`config.mk`:
```
export PLATFORM = sky130hd
export DESIGN_NAME = elevator_scan_ctrl
export DESIGN_NICKNAME = d
export VERILOG_FILES = /design/src/rtl/elevator_scan_ctrl.sv
export SDC_FILE = /design/constraint.sdc
export NUM_CORES = 1
export LEC_CHECK = 0
export ABC_AREA = 1
export CAP_MARGIN = 20
export CORE_MARGIN = 2
export CORE_UTILIZATION = 25
export DETAILED_ROUTE_END_ITERATION = 16
export PLACE_DENSITY = 0.48
export SETUP_SLACK_MARGIN = 0.3
export SLEW_MARGIN = 20
export SYNTH_ARGS = -nofsm -noshare
export SYNTH_HDL_FRONTEND = slang
export SYNTH_SLANG_ARGS = --single-unit
```
`constraint.sdc`:
```
create_clock -name CCLK -period 2.6 [get_ports CCLK]
set_clock_uncertainty 0.05 [all_clocks]
set_input_delay 0.52 -clock CCLK [delete_from_list [all_inputs] [get_ports CCLK]]
set_output_delay 0.52 -clock CCLK [all_outputs]
set_load 0.01 [all_outputs]
```
`src/rtl/elevator_scan_ctrl.sv`:
```
// SCAN-order elevator controller: latches floor calls, tracks the car from
// one-hot floor sensors, drives the motor, times door dwell, reversal settle
// and stall detection off a shared tick prescaler.
module elevator_scan_ctrl #(
  parameter int N_FLOORS     = 4,
  parameter int FLOOR_W      = $clog2(N_FLOORS),
  parameter int CLK_DIV      = 250000,
  parameter int DOOR_TICKS   = 20,
  parameter int SETTLE_TICKS = 2,
  parameter int STALL_TICKS  = 100
) (
  input  logic                CCLK,
  input  logic                rst_n,
  input  logic [N_FLOORS-1:0] req,
  input  logic [N_FLOORS-1:0] sensor,
  output logic [1:0]          motor,
  output logic [FLOOR_W-1:0]  floor,
  output logic                door_open,
  output logic [N_FLOORS-1:0] pending,
  output logic                fault
);

  localparam int CW   = (CLK_DIV > 1) ? $clog2(CLK_DIV) : 1;
  localparam int T1   = (DOOR_TICKS > SETTLE_TICKS) ? DOOR_TICKS : SETTLE_TICKS;
  localparam int TMAX = (T1 > STALL_TICKS) ? T1 : STALL_TICKS;
  localparam int TW   = $clog2(TMAX + 1);

  typedef enum logic [2:0] {IDLE, MOVE_UP, MOVE_DOWN, STOP, DOOR, SETTLE, FAULT} state_e;
  typedef enum logic {UP, DOWN} dir_e;

  state_e              state, state_nx;
  dir_e                dir, dir_nx;
  logic [CW-1:0]       div_cnt;
  logic                tick;
  logic [N_FLOORS-1:0] sync1, sync2;
  logic [TW-1:0]       tmr, tmr_nx;
  logic [N_FLOORS-1:0] pend_eff, pending_nx, floor_mask;
  logic                sens_valid, arrive;
  logic [FLOOR_W-1:0]  sens_idx;
  logic                any_above, any_below, ahead, behind;

  assign tick       = (div_cnt == CW'(CLK_DIV - 1));
  assign floor_mask = N_FLOORS'(1) << floor;
  assign pend_eff   = pending | req;
  assign ahead      = (dir == UP) ? any_above : any_below;
  assign behind     = (dir == UP) ? any_below : any_above;

  // Tick prescaler: one-cycle pulse every CLK_DIV clocks.
  always_ff @(posedge CCLK or negedge rst_n) begin
    if (!rst_n)    div_cnt <= '0;
    else if (tick) div_cnt <= '0;
    else           div_cnt <= div_cnt + 1'b1;
  end

  // Two-flop synchroniser for the asynchronous floor sensors.
  always_ff @(posedge CCLK or negedge rst_n) begin
    if (!rst_n) begin
      sync1 <= '0;
      sync2 <= '0;
    end else begin
      sync1 <= sensor;
      sync2 <= sync1;
    end
  end

  // Sensor decode and request-position summary relative to the current floor.
  always_comb begin
    sens_idx  = '0;
    any_above = 1'b0;
    any_below = 1'b0;
    for (int unsigned i = 0; i < N_FLOORS; i++) begin
      if (sync2[i]) sens_idx = FLOOR_W'(i);
      if (pend_eff[i] && (FLOOR_W'(i) > floor)) any_above = 1'b1;
      if (pend_eff[i] && (FLOOR_W'(i) < floor)) any_below = 1'b1;
    end
    sens_valid = $onehot(sync2);
    arrive     = sens_valid && (sens_idx != floor);
  end

  // Position, request latch, FSM state, direction and shared tick timer.
  always_ff @(posedge CCLK or negedge rst_n) begin
    if (!rst_n) begin
      floor   <= '0;
      pending <= '0;
      state   <= IDLE;
      dir     <= UP;
      tmr     <= '0;
    end else begin
      if (sens_valid) floor <= sens_idx;
      pending <= pending_nx;
      state   <= state_nx;
      dir     <= dir_nx;
      tmr     <= tmr_nx;
    end
  end

  // Next-state, timer and output decode for the SCAN sequencer.
  always_comb begin
    state_nx   = state;
    dir_nx     = dir;
    tmr_nx     = tmr;
    pending_nx = pend_eff;
    motor      = 2'b00;
    door_open  = 1'b0;
    fault      = 1'b0;
    case (state)
      IDLE: begin
        tmr_nx = '0;
        if (pend_eff[floor]) begin
          state_nx   = DOOR;
          pending_nx = pend_eff & ~floor_mask;
        end else if ((dir == UP && any_above) || (dir == DOWN && any_below)) begin
          state_nx = (dir == UP) ? MOVE_UP : MOVE_DOWN;
        end else if (any_above) begin
          state_nx = MOVE_UP;
          dir_nx   = UP;
        end else if (any_below) begin
          state_nx = MOVE_DOWN;
          dir_nx   = DOWN;
        end
      end
      MOVE_UP, MOVE_DOWN: begin
        motor = (state == MOVE_UP) ? 2'b01 : 2'b10;
        if (arrive) begin
          tmr_nx = '0;
          if (pend_eff[sens_idx] ||
              (state == MOVE_UP   && sens_idx == FLOOR_W'(N_FLOORS - 1)) ||
              (state == MOVE_DOWN && sens_idx == '0))
            state_nx = STOP;
        end else if ((state == MOVE_UP   && floor == FLOOR_W'(N_FLOORS - 1)) ||
                     (state == MOVE_DOWN && floor == '0)) begin
          state_nx = STOP;
          tmr_nx   = '0;
        end else if (tick) begin
          if (tmr == TW'(STALL_TICKS - 1)) begin
            state_nx = FAULT;
            tmr_nx   = '0;
          end else begin
            tmr_nx = tmr + 1'b1;
          end
        end
      end
      STOP: begin
        state_nx   = DOOR;
        tmr_nx     = '0;
        pending_nx = pend_eff & ~floor_mask;
      end
      DOOR: begin
        door_open  = 1'b1;
        // A call for this floor during dwell restarts it instead of latching.
        pending_nx = pend_eff & ~floor_mask;
        if (req[floor]) begin
          tmr_nx = '0;
        end else if (tick) begin
          if (tmr == TW'(DOOR_TICKS - 1)) begin
            tmr_nx = '0;
            if (ahead)       state_nx = (dir == UP) ? MOVE_UP : MOVE_DOWN;
            else if (behind) state_nx = SETTLE;
            else             state_nx = IDLE;
          end else begin
            tmr_nx = tmr + 1'b1;
          end
        end
      end
      SETTLE: begin
        if (tick) begin
          if (tmr == TW'(SETTLE_TICKS - 1)) begin
            tmr_nx   = '0;
            dir_nx   = (dir == UP) ? DOWN : UP;
            state_nx = (dir == UP) ? MOVE_DOWN : MOVE_UP;
          end else begin
            tmr_nx = tmr + 1'b1;
          end
        end
      end
      FAULT: begin
        fault = 1'b1;
      end
      default: state_nx = IDLE;
    endcase
  end

endmodule

```
==> results.txt <==
At the end of routability-driven placement, the weighted congestion stood at 0.797. For this run, the total global-route usage over all layers was measured as 0.120. After detailed routing, the wire length on met1 is 3.56 mm. The slowest stage of the critical path is the fa_1 cell.

The largest total area in the synthesized netlist belongs to dfrtp_1. Setup repair after global routing could not meet its margin everywhere. The post-CTS clock slew at the launch and capture registers of the worst setup and hold paths is 0.07 ns. The max-cap violation count is 0. Once detail routing completed, the nets flagged for antenna violations numbered 0. The number of H-tree levels came out at 2. The clock tree from TritonCTS is built.

Of the cells placed in the final design, the portion with a size suffix greater than 1 is 0.221. Along the worst path, the maximum fanout reaches 6. The minimum period implied by the final worst setup slack is 2.27 ns.

The detailed-route DRC error count came out at 2. The type of the worst setup path is reg -> reg. When the netlist entered floorplanning its net count stood at 428. The portion of synthesized cell area occupied by the leading cell type is 0.363. For this run, the register share of the synthesized area comes to 0.363. The detailed placement HPWL is 5.31 mm. STA classifies the critical path endpoint as a flip-flop. The flow ran to the end, but the final reports show violations. The critical path data arrival time came out at 2.45 ns. The total of fill cells in the finished design came out at 1236. The initial antenna violation count came out at 0. The post-synthesis average cell area is 7.19 sq um. In this run, synthesis produced a sequential element count of 43. Dividing total power by cell area gives a power density of 923 nW/um^2.

The number of warnings reported in the yosys synthesis log came out at 0. The total placed instance area came out at 3340 sq um. The fmax is 441 MHz. Excluding fillers, the count of instances in the completed layout stands at 595. The post-layout net count is 467. The detailed-router iteration count before antenna repair is 10. The first routing iteration left 99 violations. Clock latency on the worst-skew pair, taken at its later pin, is 0.29 ns.

The count of distinct cell types in the synthesized netlist came out at 37. The port buffer count came out at 19. The final reports fail on DRC.

The core outline area came out at 11500 sq um. Of the available clock period, the critical path in the final layout requires 0.872. The average wire per standard cell is 12.2 um. The actual transition at the worst max-transition pin came out at 0.505 ns. The worst endpoint required time is 2.79 ns. The final wirelength came out at 7.26 mm. Using the TritonRoute via totals, the vias-per-cell ratio works out to 4.56. The routed design uses 228 um of met3 wire. Headroom to the max-slew limit came out at 0.661.

The largest net degree at the start of global routing is 33. The path class of the tightest hold or removal check is in -> async. CTS placed an instance of clkbuf_16 at the clock tree root. The largest buffer count on any clock path is 2. The signal on the critical path passes through inv_2 > fa_1 > inv_2 > ha_4 > ha_4 > nor3_4 > nand2_2 > buf_6 > inv_4 > nand2_2 > nand2_2 > nand2_4 > nand2_4 > nand2_1 > nand2_1. STA classifies the critical path startpoint as a flip-flop. The routed via count is 2716. The max-slew violation total from the final report is 0. The mapped cell area is 2960 sq um. The count of endpoints failing setup in the final report is 0. The cell family contributing the most delay on the critical path is adder cells. The area taken by multi-input logic gates is 1680 sq um. The summed area of non-filler cells in the final layout is 3680 sq um.

The detailed router used layers up to and including met4. The clock net in this run drives a total of 43 sinks. The total clock buffers created by CTS came out at 5.

The sum of met2 wire segment lengths after detailed routing came out at 3.35 mm. The y dimension of the die came out at 113 um. The leakage power total came out at 1.79 nW.

The chip width is 113 um. The total negative slack came out at 0 ns. The instance count of the mapped netlist came out at 412.

The first-pass GRT wire length came out at 12.4 mm. In this design, the stage delay of the slowest critical-path cell is 0.54 ns. The top-level port count is 20.

The total global routing overflow came out at 0. The initial standard-cell utilization of the core came out at 0.257. The number of rows in the core area is 39. The repair_antennas step left the layout with diodes totalling 0. The final-report hold violation count came out at 0.

The die covers 12700 sq um. The final worst hold slack is 0.0446 ns. VDD sags by at most 0.263 mV.

In this run the register-to-register setup slack is 0.33 ns. The via count of the first global-routing pass came to 2620. Among the stages of the critical path, the cell type that occurs most often is nand2_2. Counting tap cells, the placed design contains a total of 573 instances. The area growth from synthesis to layout came out at 24.2%. The critical path contains buffers and inverters numbering 4 combined. Ranked by total cell area, the synthesized netlist is headed by dfrtp_1 (36%), nand2_1 (11%), nand3_1 (10%).

The footprint of the flip-flops and latches is 1080 sq um.
flip-flops by register name (all words and copies together), names as in the netlist:
register and count:
dir 1, div_cnt 18, floor 2, pending 4, state 3, sync1 4
sync2 4, tmr 7
per-stage QoR:
step	setup WS [ns]	utilization	total power, W
after global routing	0.198	0.320	0.00368
after detailed placement	0.151	0.290	0.00241
after CTS	0.290	0.311	0.00326
final	0.332	0.320	0.00340
after global placement	0.195	0.290	0.00242
after floorplan	0.317	-	0.00206
layer usage:
metal	vias to the layer above	global-route usage
met3	13	0.0268
met2	41	0.188
li1	1396	-
met5	-	0
met4	0	0.0398
met1	1266	0.166
worst reg2reg max path: stages, from the launching register on:
cell	delay, ns
dfrtp_1	0.34
inv_2	0.04
fa_1	0.54
inv_2	0.04
ha_4	0.15
ha_4	0.21
nor3_4	0.13
nand2_2	0.09
buf_6	0.14
inv_4	0.07
nand2_2	0.06
nand2_2	0.08
nand2_4	0.08
nand2_4	0.09
nand2_1	0.05
nand2_1	0.06
path summary, 6_finish.rpt:
| path | startpoint | endpoint | cells past startpoint |
|---|---|---|---|
| setup / recovery | sync2[0] | state[2] | 15 |
| hold / removal | rst_n | div_cnt[17] | 1 |
| setup reg to reg | sync2[0] | state[2] | 15 |
| hold reg to reg | sync1[3] | sync2[3] | 0 |
| max in group asynchronous | rst_n | state[1] | 2 |
| min in group CCLK | sync1[3] | sync2[3] | 0 |
power by group:
group | switching (W) | internal [W]
combinational | 0.00110 | 0.000730
clock | 0.000287 | 0.000384
sequential | 0.000135 | 0.000763
what timing repair did:
| item | 4_1_cts | 5_1_grt |
|---|---|---|
| setup buffers | 9 | 5 |
| setup endpoints to repair | 13 | 12 |
| hold buffers | 0 | 0 |
| pin swaps | 9 | 6 |
| gates resized for setup | 10 | 17 |
cell usage after synthesis:
cell type	number
nand2_1	83
nand3_1	59
inv_1	54
nor2_1	51
dfrtp_1	43
inv_2	12
o21ai_0	12
nand2_2	11
xor2_1	11
nand4_1	9
nor3_1	8
o21ai_2	8
ha_1	5
nor2_2	5
a21oi_1	4
nand3_2	4
nor2_4	4
nor3_2	3
o21ai_1	3
a31oi_1	2
and2_1	2
buf_4	2
o211ai_1	2
xnor2_1	2
a21boi_0	1
a22oi_1	1
a41oi_1	1
buf_12	1
buf_2	1
buf_6	1
clkinv_1	1
clkinv_2	1
fa_1	1
nand2_4	1
nor2_8	1
nor4_1	1
o21bai_1	1
layout by cell type, fill, tap and decap left out, drive strengths merged, types with 3 or more instances in the layout:
cell / netlist / routed
a21oi: 4 / 4
buf: 5 / 19
clkbuf: 0 / 6
clkdlybuf4s50: 0 / 18
clkinv: 2 / 3
dfrtp: 43 / 43
ha: 5 / 5
inv: 66 / 66
nand2: 95 / 95
nand3: 63 / 63
nand4: 9 / 9
nor2: 61 / 61
nor3: 11 / 11
o21ai: 23 / 23
xor2: 11 / 11
final cells by class:
cell class,instances,area share
Multi-Input combinational cell,296,0.455
Sequential cell,43,0.293
Timing Repair Buffer,37,0.0911
Inverter,68,0.0703
Tap cell,143,0.0486
Clock buffer,6,0.0377
Clock inverter,2,0.00442
kinds of logic (layout without fill, tap and decap cells):
kind of cell,count (synthesis),in the layout,share of synthesized area
simple gates,242,242,0.391
buf+inv,73,113,0.104
flops,43,43,0.363
compound gates,35,35,0.0756
xor+xnor,13,13,0.0384
fa+ha+maj,6,6,0.0279
(Power assumes the default switching activity.)
